**src/rtl/digit_entry_reg_if.sv**
```systemverilog
// Command/status bundle for the multi-digit entry register.
interface digit_entry_reg_if #(
   parameter int unsigned WIDTH = 4,
   parameter int unsigned DEPTH = 4
);
   localparam int unsigned CW = $clog2(DEPTH + 1);
   localparam int unsigned DW = WIDTH * DEPTH;

   logic          clr;
   logic          ld;
   logic [DW-1:0] din;
   logic          push;
   logic          del;
   logic [WIDTH-1:0] digit;
   logic [DW-1:0] dout;
   logic [CW-1:0] count;
   logic          full;
   logic          empty;
   logic          ovf;
   logic          unf;

   modport master (
      output clr, ld, din, push, del, digit,
      input  dout, count, full, empty, ovf, unf
   );

   modport slave (
      input  clr, ld, din, push, del, digit,
      output dout, count, full, empty, ovf, unf
   );
endinterface

```
**src/rtl/digit_entry_reg.sv**
```systemverilog
// Multi-digit entry register: serial push/backspace/overwrite, parallel load,
// clear, valid-digit counter and one-cycle overflow/underflow pulses.
module digit_entry_reg #(
   parameter int unsigned WIDTH = 4,
   parameter int unsigned DEPTH = 4
) (
   input  logic            clk,
   input  logic            rst,
   digit_entry_reg_if.slave bus
);
   localparam int unsigned CW = $clog2(DEPTH + 1);
   localparam int unsigned DW = WIDTH * DEPTH;

   logic [DW-1:0] dout_q, dout_d;
   logic [CW-1:0] count_q, count_d;
   logic          ovf_q, ovf_d;
   logic          unf_q, unf_d;
   logic          full_c, empty_c;

   assign full_c  = (count_q == CW'(DEPTH));
   assign empty_c = (count_q == CW'(0));

   // State register; reset is asynchronous so outputs clear without an edge.
   always_ff @(posedge clk or posedge rst) begin
      if (rst) begin
         dout_q  <= '0;
         count_q <= '0;
         ovf_q   <= 1'b0;
         unf_q   <= 1'b0;
      end else begin
         dout_q  <= dout_d;
         count_q <= count_d;
         ovf_q   <= ovf_d;
         unf_q   <= unf_d;
      end
   end

   // Command decode: clr > ld > push/del; overwrite on an empty register degrades to push.
   always_comb begin
      dout_d  = dout_q;
      count_d = count_q;
      ovf_d   = 1'b0;
      unf_d   = 1'b0;
      if (bus.clr) begin
         dout_d  = '0;
         count_d = '0;
      end else if (bus.ld) begin
         dout_d  = bus.din;
         count_d = CW'(DEPTH);
      end else if (bus.push && (!bus.del || empty_c)) begin
         dout_d = {dout_q[DW-WIDTH-1:0], bus.digit};
         if (full_c) ovf_d = 1'b1;
         else        count_d = CW'(count_q + CW'(1));
      end else if (bus.push && bus.del) begin
         dout_d[WIDTH-1:0] = bus.digit;
      end else if (bus.del) begin
         if (empty_c) begin
            unf_d = 1'b1;
         end else begin
            dout_d  = DW'(dout_q >> WIDTH);
            count_d = CW'(count_q - CW'(1));
         end
      end
   end

   assign bus.dout  = dout_q;
   assign bus.count = count_q;
   assign bus.full  = full_c;
   assign bus.empty = empty_c;
   assign bus.ovf   = ovf_q;
   assign bus.unf   = unf_q;
endmodule

```
**src/flat_wrapper.sv**
```systemverilog
// flat-port wrapper written by rule: the top's interface ports become plain ports
module digit_entry_reg_flat 
#(
   parameter int unsigned WIDTH = 4,
   parameter int unsigned DEPTH = 4
)
  (clk, rst, bus_clr, bus_ld, bus_din, bus_push, bus_del, bus_digit, bus_dout, bus_count, bus_full, bus_empty, bus_ovf, bus_unf);
  digit_entry_reg_if #(.WIDTH(WIDTH), .DEPTH(DEPTH)) bus_i ();
  input  logic clk;
  input  logic rst;
  input wire logic [$bits(bus_i.clr)-1:0] bus_clr;
  input wire logic [$bits(bus_i.ld)-1:0] bus_ld;
  input wire logic [$bits(bus_i.din)-1:0] bus_din;
  input wire logic [$bits(bus_i.push)-1:0] bus_push;
  input wire logic [$bits(bus_i.del)-1:0] bus_del;
  input wire logic [$bits(bus_i.digit)-1:0] bus_digit;
  output wire logic [$bits(bus_i.dout)-1:0] bus_dout;
  output wire logic [$bits(bus_i.count)-1:0] bus_count;
  output wire logic [$bits(bus_i.full)-1:0] bus_full;
  output wire logic [$bits(bus_i.empty)-1:0] bus_empty;
  output wire logic [$bits(bus_i.ovf)-1:0] bus_ovf;
  output wire logic [$bits(bus_i.unf)-1:0] bus_unf;
  assign bus_i.clr = bus_clr;
  assign bus_i.ld = bus_ld;
  assign bus_i.din = bus_din;
  assign bus_i.push = bus_push;
  assign bus_i.del = bus_del;
  assign bus_i.digit = bus_digit;
  assign bus_dout = bus_i.dout;
  assign bus_count = bus_i.count;
  assign bus_full = bus_i.full;
  assign bus_empty = bus_i.empty;
  assign bus_ovf = bus_i.ovf;
  assign bus_unf = bus_i.unf;
  digit_entry_reg #(.WIDTH(WIDTH), .DEPTH(DEPTH)) u_core (.clk(clk), .rst(rst), .bus(bus_i));
endmodule
```
**config.mk**
```make
export PLATFORM = sky130hd
export DESIGN_NAME = digit_entry_reg_flat
export DESIGN_NICKNAME = d
export VERILOG_FILES = /design/src/rtl/digit_entry_reg_if.sv /design/src/rtl/digit_entry_reg.sv /design/src/flat_wrapper.sv
export SDC_FILE = /design/constraint.sdc
export NUM_CORES = 1
export LEC_CHECK = 0
export ABC_AREA = 0
export BUFFER_PORTS_ARGS = -buffer_cell sky130_fd_sc_hd__clkbuf_2
export CAP_MARGIN = 20
export CORE_ASPECT_RATIO = 2
export CORE_UTILIZATION = 30
export CTS_BUF_LIST = sky130_fd_sc_hd__clkbuf_4 sky130_fd_sc_hd__clkbuf_8
export CTS_CLUSTER_SIZE = 8
export DETAILED_ROUTE_END_ITERATION = 16
export GPL_ROUTABILITY_DRIVEN = 0
export PLACE_DENSITY = 0.55
export SLEW_MARGIN = 20
export SYNTH_ARGS = -nofsm -noshare
export SYNTH_HDL_FRONTEND = slang
export SYNTH_SLANG_ARGS = --single-unit
```
**constraint.sdc**
```tcl
create_clock -name clk -period 3.1 [get_ports clk]
set_input_delay 0.62 -clock clk [delete_from_list [all_inputs] [get_ports clk]]
set_output_delay 0.62 -clock clk [all_outputs]
set_load 0.05 [all_outputs]
```
==> summary.txt, run 1 <==
Die
  – Die W: 50.20 µm
  – Die ar.: 4939 µm²
  – IO Pins: 49
  – Rows: 34
  – Die Y: 98.40 µm
  – Core Box Area: 4382 µm²
  – Initial core utilization: 0.3181

Routing
  – Routed length per instance: 17.83 µm
  – Remaining DRCs: 0
  – Vias: 1267
  – Routed Antenna Nets: 0
  – Vias/cell: 5.461
  – Initial drt markers: 30
  – Initial DRT Pass Iterations: 5
  – Post-Route WL: 4137 µm

Clocking
  – CTS resizes: 0
  – Clock buffer depth: 2
  – CTS H-tree depth: 1
  – CTS tree: yes
  – Post-CTS Setup Inserts: 0
  – Clock Tree Root: clkbuf_8
  – Total CTS buffers: 3
  – Clock-pin slew on the worst setup and hold paths: 0.08 ns
  – Worst skew pair latency: 0.26 ns
  – Hold_buf cts: 0
  – CTS Sinks: 21

Place
  – Hpwl dp: 3041 µm
  – Dpl cells: 228
  – PortBufs: 48

Worst setup path
  – FF-to-FF Start: u_core.bus.count[1]
  – CP endpoint kind: flop
  – Critical setup path kind: flop to flop
  – Critical Path AT: 2.71 ns
  – Data required, critical path: 3.25 ns
  – Setup crit end: u_core.bus.count[2]
  – Critical path startpoint: u_core.bus.count[1]
  – Critical R2R Capture: u_core.bus.count[2]
  – FF-to-FF path depth: 8
  – R2r setup slk: 0.54 ns
  – Maximum fanout along the worst path: 11
  – Startpoint Class: flop

Timing
  – Final min period: 2.562 ns
  – Setup tns final: 0 ns
  – Final hold vios: 0
  – Clock Skew: 0.001549 ns
  – Relative slew slack: 0.3948
  – RSZ-0062 raised after global routing: false
  – Setup violations, final: 0
  – Slew @ Worst Pin: 0.9069 ns
  – Period Utilization, post-route: 0.8264
  – Fmax: 0.3903 GHz
  – Slew Viols, Final: 0
  – Worst Hold Slack: 0.5181 ns

Layout
  – Layout cells sized above 1: 0.4438
  – Antenna fix cells: 0
  – Non-Filler Instances: 232
  – Synth-to-layout area growth: 21.01%
  – Fin nets: 206

Synth
  – Sequential share of the synthesized area: 0.3770
  – Distinct cells, synth: 39
  – Number of synthesized flops with an enable pin: 0
  – Mapped Avg Cell Area: 10.25 µm²
  – Syn. warnings: 0
  – Syn Std Cell Area: 1394 µm²
  – Top FF cell, synth: dfrtp_1
  – Seq cells post-synth: 21
  – Ys async rst share: 1.000
  – Post-synth net total: 163
  – Post-Syn Instances: 136

Status
  – Status: finished, final reports clean

GRT
  – Vias in the first global route: 1316
  – GRT Util Overall: 0.1805
  – First-pass GRT wire length: 6658 µm
  – GRT overflow: 0
  – Largest net degree at the start of global routing: 33
  – Initial antenna violation count: 0

Hold path
  – Min-delay worst type: input pin to async pin

Power and ir drop
  – Worst VDD drop: 210.0 µV
  – Power Dens Cells: 496.3 nW/µm²
  – Leak Pwr: 0.7956 nW
  – Pwr Total: 0.8371 mW

Job
  – Number of max-cap violations: 0
==> worst min-delay path by stage <==
stage / depth (start not counted) / to / slack, ns
4_1_cts: 1 / u_core.bus.dout[14] / 0.54
6_report: 2 / u_core.bus.dout[13] / 0.52
2_1_floorplan: 1 / u_core.bus.count[0] / 0.60
3_5_place_dp: 1 / u_core.bus.dout[14] / 0.52
5_1_grt: 1 / u_core.bus.dout[14] / 0.57
3_3_place_gp: 1 / u_core.bus.dout[13] / 0.50
==> layout make-up <==
class	count	area [µm²]
inverter	5	18.77
multi-input combinational	99	778.2
tap	54	67.56
timing repair buffer	49	247.7
sequential	21	525.5
clock buffer	4	48.80
fill	444	2695
==> placed cells by master (no fill, tap or decap), drive strengths merged <==
cell type / instances
clkbuf: 52
nor2: 6
o41ai: 8
buf: 1
or2: 1
a31o: 8
nand2: 6
mux2i: 5
a21oi: 14
and4: 1
a41oi: 1
a31oi: 2
ha: 1
o21ai: 3
a22oi: 4
o31ai: 5
o31a: 1
o22ai: 1
o2bb2ai: 4
or3: 1
xor2: 1
nor2b: 10
nand3: 8
dfrtp: 21
inv: 5
nor3: 5
mux2: 2
and2: 1
==> kinds of logic after synthesis <==
family / share of synthesized area
compound gates: 0.3384
fa+ha+maj: 0.008975
mux: 0.05206
flops: 0.3770
simple gates: 0.1526
buf+inv: 0.06462
xor+xnor: 0.006285
==> metrics by stage <==
stage                     area [µm²]  utilization  setup WS (ns)
final                           1687       0.3849         0.5381
after global placement          1638       0.3738         0.7961
after detailed placement        1638       0.3738         0.5566
after CTS                       1687       0.3849         0.5476
after global routing            1687       0.3849         0.3962
after floorplan                 1394            -         0.5112
==> flip-flops by register name (all words and copies together) (netlist names) <==
| register | cells |
|---|---|
| u_core.bus.dout | 16 |
| u_core.bus.count | 3 |
| u_core.bus.ovf | 1 |
| u_core.bus.unf | 1 |
==> cell usage after synthesis (2+ instances only) <==
| cell type | instances | area share |
|---|---|---|
| o41ai_2 | 8 | 0.093 |
| nand3_1 | 8 | 0.029 |
| o2bb2ai_1 | 4 | 0.025 |
| o31ai_1 | 4 | 0.022 |
| mux2i_1 | 5 | 0.036 |
| dfrtp_1 | 21 | 0.38 |
| buf_2 | 3 | 0.011 |
| buf_6 | 3 | 0.024 |
| o21ai_0 | 2 | 0.0072 |
| clkbuf_1 | 3 | 0.0081 |
| nor3_1 | 4 | 0.014 |
| mux2_1 | 2 | 0.016 |
| a21oi_1 | 12 | 0.043 |
| inv_1 | 4 | 0.011 |
| nor2_1 | 6 | 0.016 |
| nand2_1 | 5 | 0.013 |
| a31o_2 | 8 | 0.050 |
| a22oi_1 | 4 | 0.022 |
| nor2b_1 | 10 | 0.045 |
==> report_power, final <==
group	leakage (nW)	switching [mW]	internal, mW
clock network	0.0262	0.0953	0.101
registers	0.277	0.0362	0.297
logic	0.493	0.217	0.0907
total	0.796	0.349	0.488
==> critical path, stage by stage (launching register included) <==
cell,delay (ns)
dfrtp_1,0.52
o31ai_4,0.62
nand2_2,0.14
xor2_1,0.17
ha_1,0.24
and2_1,0.17
o22ai_1,0.14
a31oi_1,0.13
mux2_1,0.32
==> routing by layer <==
layer  up-vias  wire (µm)  global-route usage  share of wire
li1        600          -                   -              -
met1       609       1486              0.1876           0.36
met2        48       2341              0.3303           0.57
met3        10        160             0.01713          0.039
met4         0        149              0.1099          0.036
met5         -          0                   0              0
No activity file was read; power rests on OpenSTA's default activity.
==> inputs of run 2 (changes only) <==
--- a/config.mk
+++ b/config.mk
@@ -5,7 +5,7 @@
 export SDC_FILE = /design/constraint.sdc
 export NUM_CORES = 1
 export LEC_CHECK = 0
-export ABC_AREA = 0
+export ABC_AREA = 1
 export BUFFER_PORTS_ARGS = -buffer_cell sky130_fd_sc_hd__clkbuf_2
 export CAP_MARGIN = 20
 export CORE_ASPECT_RATIO = 2
@@ -14,7 +14,7 @@
 export CTS_CLUSTER_SIZE = 8
 export DETAILED_ROUTE_END_ITERATION = 16
 export GPL_ROUTABILITY_DRIVEN = 0
-export PLACE_DENSITY = 0.55
+export PLACE_DENSITY = 0.57
 export SLEW_MARGIN = 20
 export SYNTH_ARGS = -nofsm -noshare
 export SYNTH_HDL_FRONTEND = slang
==> constraint.sdc (replaced) <==
create_clock -name clk -period 2.2 [get_ports clk]
set_input_delay 0.44 -clock clk [delete_from_list [all_inputs] [get_ports clk]]
set_output_delay 0.44 -clock clk [all_outputs]
set_load 0.05 [all_outputs]
==> summary.txt, run 2 <==
Status
  – Status: finished, final reports clean

Timing
  – Final hold vios: 0
  – Worst setup margin: 0.4007 ns
  – Final min period: 1.799 ns
  – Period Utilization, post-route: 0.8179
  – Slew Viols, Final: 0
  – Clock Skew: 0.004318 ns
  – Relative slew slack: 0.5985
  – Setup tns final: 0 ns
  – RSZ-0062 raised after global routing: false
  – Worst Hold Slack: 0.1829 ns
  – Fmax: 0.5558 GHz
  – Slew @ Worst Pin: 0.6016 ns
  – Setup violations, final: 0

Power and ir drop
  – Clock share of power: 0.233
  – Comb pwr share: 0.371
  – Power share of the sequential group: 0.397
  – Pint: 0.6738 mW
  – Leak Pwr: 0.8859 nW
  – Sw Ratio: 0.4200
  – Worst VDD drop: 346.7 µV
  – NetSw: 0.4879 mW
  – Power Dens Cells: 715.3 nW/µm²

Routing
  – Initial DRT Pass Iterations: 4
  – Routed length per instance: 12.52 µm
  – Routed Antenna Nets: 0
  – Vias/cell: 4.656
  – Vias: 1285
  – Initial drt markers: 20
  – Remaining DRCs: 0
  – Post-Route WL: 3456 µm

Worst setup path
  – R2r setup slk: 0.41 ns
  – Critical Path AT: 1.36 ns
  – CP endpoint kind: output port
  – FF-to-FF Start: u_core.bus.count[1]
  – Critical setup path kind: flop to output port
  – Maximum fanout along the worst path: 7
  – FF-to-FF path depth: 13
  – Data required, critical path: 1.76 ns
  – Startpoint Class: flop
  – Critical R2R Capture: u_core.bus.count[2]

Clocking
  – Clock-pin slew on the worst setup and hold paths: 0.08 ns
  – Post-CTS Setup Inserts: 0
  – CTS Sinks: 21
  – CTS H-tree depth: 1
  – Clock Tree Root: clkbuf_8
  – Hold_buf cts: 0
  – Clock buffer depth: 2
  – Total CTS buffers: 3
  – CTS resizes: 0
  – Worst skew pair latency: 0.26 ns
  – CTS tree: yes

Place
  – Place WS: 0.4057 ns
  – PortBufs: 48
  – Hpwl dp: 2665 µm

Layout
  – Synth-to-layout area growth: 23.74%
  – Most frequent cells in the layout: 62 x nand2_1, 48 x clkbuf_2, 21 x dfrtp_1, 20 x o21ai_0, 15 x nor2_1
  – Layout cells sized above 1: 0.2946
  – Max reg flops: 16
  – Fin nets: 252
  – Most common cell after layout, fill and taps aside: nand2_1
  – Antenna fix cells: 0

Synth
  – Post-Syn Instances: 177
  – Synth area leaders: dfrtp_1 40%, nand2_1 18%, o21ai_0 7.6%, o211ai_1 4.6%, nor2_1 4.3%
  – Post-synth net total: 204
  – Mapped Avg Cell Area: 7.415 µm²
  – Syn Std Cell Area: 1313 µm²
  – Most frequent cell after synthesis: nand2_1
  – Ys async rst share: 1.000
  – Seq cells post-synth: 21
  – Number of synthesized flops with an enable pin: 0
  – Top cell type's share of synthesized area: 0.4004
  – Top FF cell, synth: dfrtp_1
  – Largest area contributor in the netlist: dfrtp_1
  – Syn. warnings: 0
  – Sequential share of the synthesized area: 0.4004
  – Commonest cells post-synth: 62 x nand2_1, 21 x dfrtp_1, 20 x o21ai_0, 15 x nor2_1, 14 x inv_1
  – Distinct cells, synth: 27

Die
  – Die ar.: 4659 µm²
  – Core Box Area: 4129 µm²
  – Die Y: 95.54 µm
  – Die W: 48.77 µm
  – IO Pins: 49
  – Rows: 33
  – Initial core utilization: 0.3179

GRT
  – Vias in the first global route: 1217
  – Initial antenna violation count: 0
  – First-pass GRT wire length: 5809 µm
  – GRT Util Overall: 0.1656
  – Largest net degree at the start of global routing: 22
  – GRT overflow: 0

Job
  – Number of max-cap violations: 0

Hold path
  – Min-delay worst type: input pin to async pin
## run 2: changes by cell type after synthesis, moves of 9 or more
cell / before / now
nand2_1: 5 / 62
o21ai_0: 2 / 20
a21oi_1: 12 / 1
inv_1: 4 / 14
nor2b_1: 10 / 0
nor2_1: 6 / 15
## run 2: critical path, cell delays in order (launching register included)
cell      delay, ns
dfrtp_1        0.47
nor3_2         0.30
clkbuf_2       0.33
## run 2: layout make-up
class	instances	area, µm²
inverter	18	72.57
timing repair buffer	49	247.7
multi-input combinational	132	664.4
fill	470	2505
clock buffer	4	48.80
sequential	21	525.5
tap	52	65.06
## run 2: worst max path at each step
stage,cells past startpoint,endpoint,startpoint,slack [ns]
global placement,13,u_core.bus.count[2],u_core.bus.count[1],0.48
detailed placement,13,u_core.bus.count[2],u_core.bus.count[1],0.41
floorplan,6,u_core.bus.count[1],u_core.bus.count[2],0.21
CTS,2,bus_full,u_core.bus.count[1],0.39
global route,13,u_core.bus.count[2],u_core.bus.count[1],0.18
finish,2,bus_full,u_core.bus.count[1],0.40
## run 2: logic make-up after synthesis
family                     synth area share
adders and majority gates          0.009531
xor gates and xnor gates           0.006674
buffers and inverters               0.09723
and+or+nand+nor                      0.3489
AOI/OAI and AO/OA                    0.1373
DFF                                  0.4004
## run 2: power groups by stage
stage	sequential [mW]	clock, mW	combinational, mW
floorplan	0.588	0	0.209
global placement	0.469	0	0.435
detailed placement	0.469	0	0.436
CTS	0.461	0.284	0.437
global route	0.469	0.301	0.472
finish	0.461	0.270	0.431
## run 2: layer usage
layer  global-route usage  vias up  part of all wire
met3              0.02711        7             0.045
met2               0.3009       41              0.54
met5                    0        -                 0
li1                     -      658                 -
met4              0.08333        0             0.023
met1               0.1827      579              0.39
## run 2: per-stage QoR
step	total power [mW]	cell area (µm²)	std cells	util
after floorplan	0.7970	1318	177	-
after global placement	0.9040	1575	272	0.3815
after detailed placement	0.9044	1575	272	0.3815
after CTS	1.182	1624	276	0.3933
after global routing	1.243	1624	276	0.3933
final	1.162	1624	276	0.3933
==> inputs of run 3 (changes only) <==
==> constraint.sdc (replaced) <==
create_clock -name clk -period 1.6 [get_ports clk]
set_input_delay 0.32 -clock clk [delete_from_list [all_inputs] [get_ports clk]]
set_output_delay 0.32 -clock clk [all_outputs]
set_load 0.05 [all_outputs]
==> summary.txt, run 3 (synthesis gave the netlist of run 2 again) <==
Status
  – Status: finished, final reports clean

GRT
  – First-pass GRT wire length: 6244 µm
  – Vias in the first global route: 1355
  – GRT overflow: 0
  – Largest net degree at the start of global routing: 22
  – GRT Util Overall: 0.1779
  – Initial antenna violation count: 0

Layout
  – Layout cells sized above 1: 0.3686
  – Most frequent cells in the layout: 61 x nand2_1, 46 x clkbuf_2, 20 x o21ai_0, 18 x dfrtp_1, 15 x nor2_1
  – Most common cell after layout, fill and taps aside: nand2_1
  – Max reg flops: 16
  – Fin area: 1777 µm²
  – Final Util: 0.4303
  – Synth-to-layout area growth: 35.37%
  – Fin nets: 264
  – Non-Filler Instances: 288
  – Antenna fix cells: 0

Die
  – Rows: 33
  – IO Pins: 49
  – Die ar.: 4659 µm²
  – Initial core utilization: 0.3179
  – Die Y: 95.54 µm
  – Die W: 48.77 µm
  – Core Box Area: 4129 µm²

Timing
  – Slew @ Worst Pin: 0.3464 ns
  – Clock Skew: 0.002949 ns
  – Relative slew slack: 0.7677
  – Fmax: 0.6350 GHz
  – Final min period: 1.575 ns
  – Worst setup margin: 0.02509 ns
  – Setup violations, final: 0
  – Slew Viols, Final: 0
  – Worst Hold Slack: 0.06031 ns
  – Final hold vios: 0
  – RSZ-0062 raised after global routing: true
  – Period Utilization, post-route: 0.9843
  – Setup tns final: 0 ns

Clocking
  – CTS Sinks: 21
  – CTS H-tree depth: 1
  – CTS tree: yes
  – Clock Tree Root: clkbuf_8
  – Worst skew pair latency: 0.26 ns
  – Clock buffer depth: 2
  – Total CTS buffers: 3
  – Clock-pin slew on the worst setup and hold paths: 0.08 ns
  – Hold_buf cts: 0

Routing
  – Initial drt markers: 20
  – Routed length per instance: 13.07 µm
  – Vias: 1402
  – Remaining DRCs: 0
  – Post-Route WL: 3765 µm
  – Initial DRT Pass Iterations: 4
  – Routed Antenna Nets: 0
  – Vias/cell: 4.868

Worst setup path
  – R2r setup slk: 0.04 ns
  – Slowest stage delay, CP: 0.49 ns
  – Critical Path AT: 1.25 ns
  – Critical path startpoint: u_core.bus.count[1]
  – Critical R2R Capture: u_core.bus.count[2]
  – Startpoint Class: flop
  – CP Cell Sequence: buf_4 > nor3_4 > buf_8
  – Critical setup path kind: flop to output port
  – FF-to-FF Start: u_core.bus.count[1]
  – Maximum fanout along the worst path: 6
  – Slowest CP cell: dfrtp_4
  – Data required, critical path: 1.28 ns
  – FF-to-FF path depth: 13
  – CP endpoint kind: output port

Power and ir drop
  – Pwr Total: 1.713 mW
  – Power Dens Cells: 964.0 nW/µm²
  – Leak Pwr: 0.9542 nW
  – Worst VDD drop: 507.9 µV

Place
  – Area of placed instances: 1693 µm²
  – Hpwl dp: 2913 µm
  – Dpl cells: 283
  – Place WS: 0.02673 ns
  – PortBufs: 48

Job
  – Number of max-cap violations: 0

Hold path
  – Min-delay worst type: input pin to async pin
-- run 3: cell count changes in the layout (fill, tap and decap cells not counted), sizes merged --
| cell | previous run | this run |
|---|---|---|
| clkbuf | 52 | 50 |
| buf | 1 | 15 |
-- run 3: critical path: cells and delay by family, from the launching register on --
family / cells / cell delay, ns
buffers and inverters: 2 / 0.34
and+or+nand+nor: 1 / 0.15
DFF: 1 / 0.49
-- run 3: where the power goes --
| part | total (mW) | switching (mW) | internal, mW |
|---|---|---|---|
| Combinational | 0.703 | 0.474 | 0.229 |
| Clock | 0.379 | 0.184 | 0.195 |
| Sequential | 0.631 | 0.0477 | 0.583 |
-- run 3: worst max-delay path by stage --
| stage | end | slack, ns | cells past startpoint |
|---|---|---|---|
| 2_1_floorplan | u_core.bus.count[2] | -0.23 | 14 |
| 3_3_place_gp | u_core.bus.count[2] | 0.05 | 13 |
| 3_5_place_dp | u_core.bus.count[2] | 0.03 | 13 |
| 4_1_cts | bus_empty | 0.001 | 5 |
| 5_1_grt | u_core.bus.count[2] | -0.09 | 13 |
| 6_report | bus_full | 0.03 | 3 |
-- run 3: layout make-up --
| cell class | instances | area (µm²) |
|---|---|---|
| clock buffers | 4 | 48.80 |
| fillers | 462 | 2352 |
| inverters | 18 | 72.57 |
| multi-input cells | 132 | 688.2 |
| flip-flops and latches | 21 | 531.8 |
| well taps | 52 | 65.06 |
| repair buffers | 61 | 370.4 |
-- run 3: routing by layer --
metal,vias to the layer above,track usage,wire [µm]
met5,-,0,0
met4,0,0.1029,90
met3,7,0.02392,164
met2,38,0.3287,2010
met1,671,0.1895,1500
li1,686,-,-
-- run 3: what timing repair did --
| item | 4_1_cts | 5_1_grt |
|---|---|---|
| gates resized for setup | 5 | 5 |
| pin swaps | 2 | 3 |
| buffers inserted | 1 | 0 |
| cloned | 0 | 0 |
| endpoints found under the setup margin | 2 | 10 |
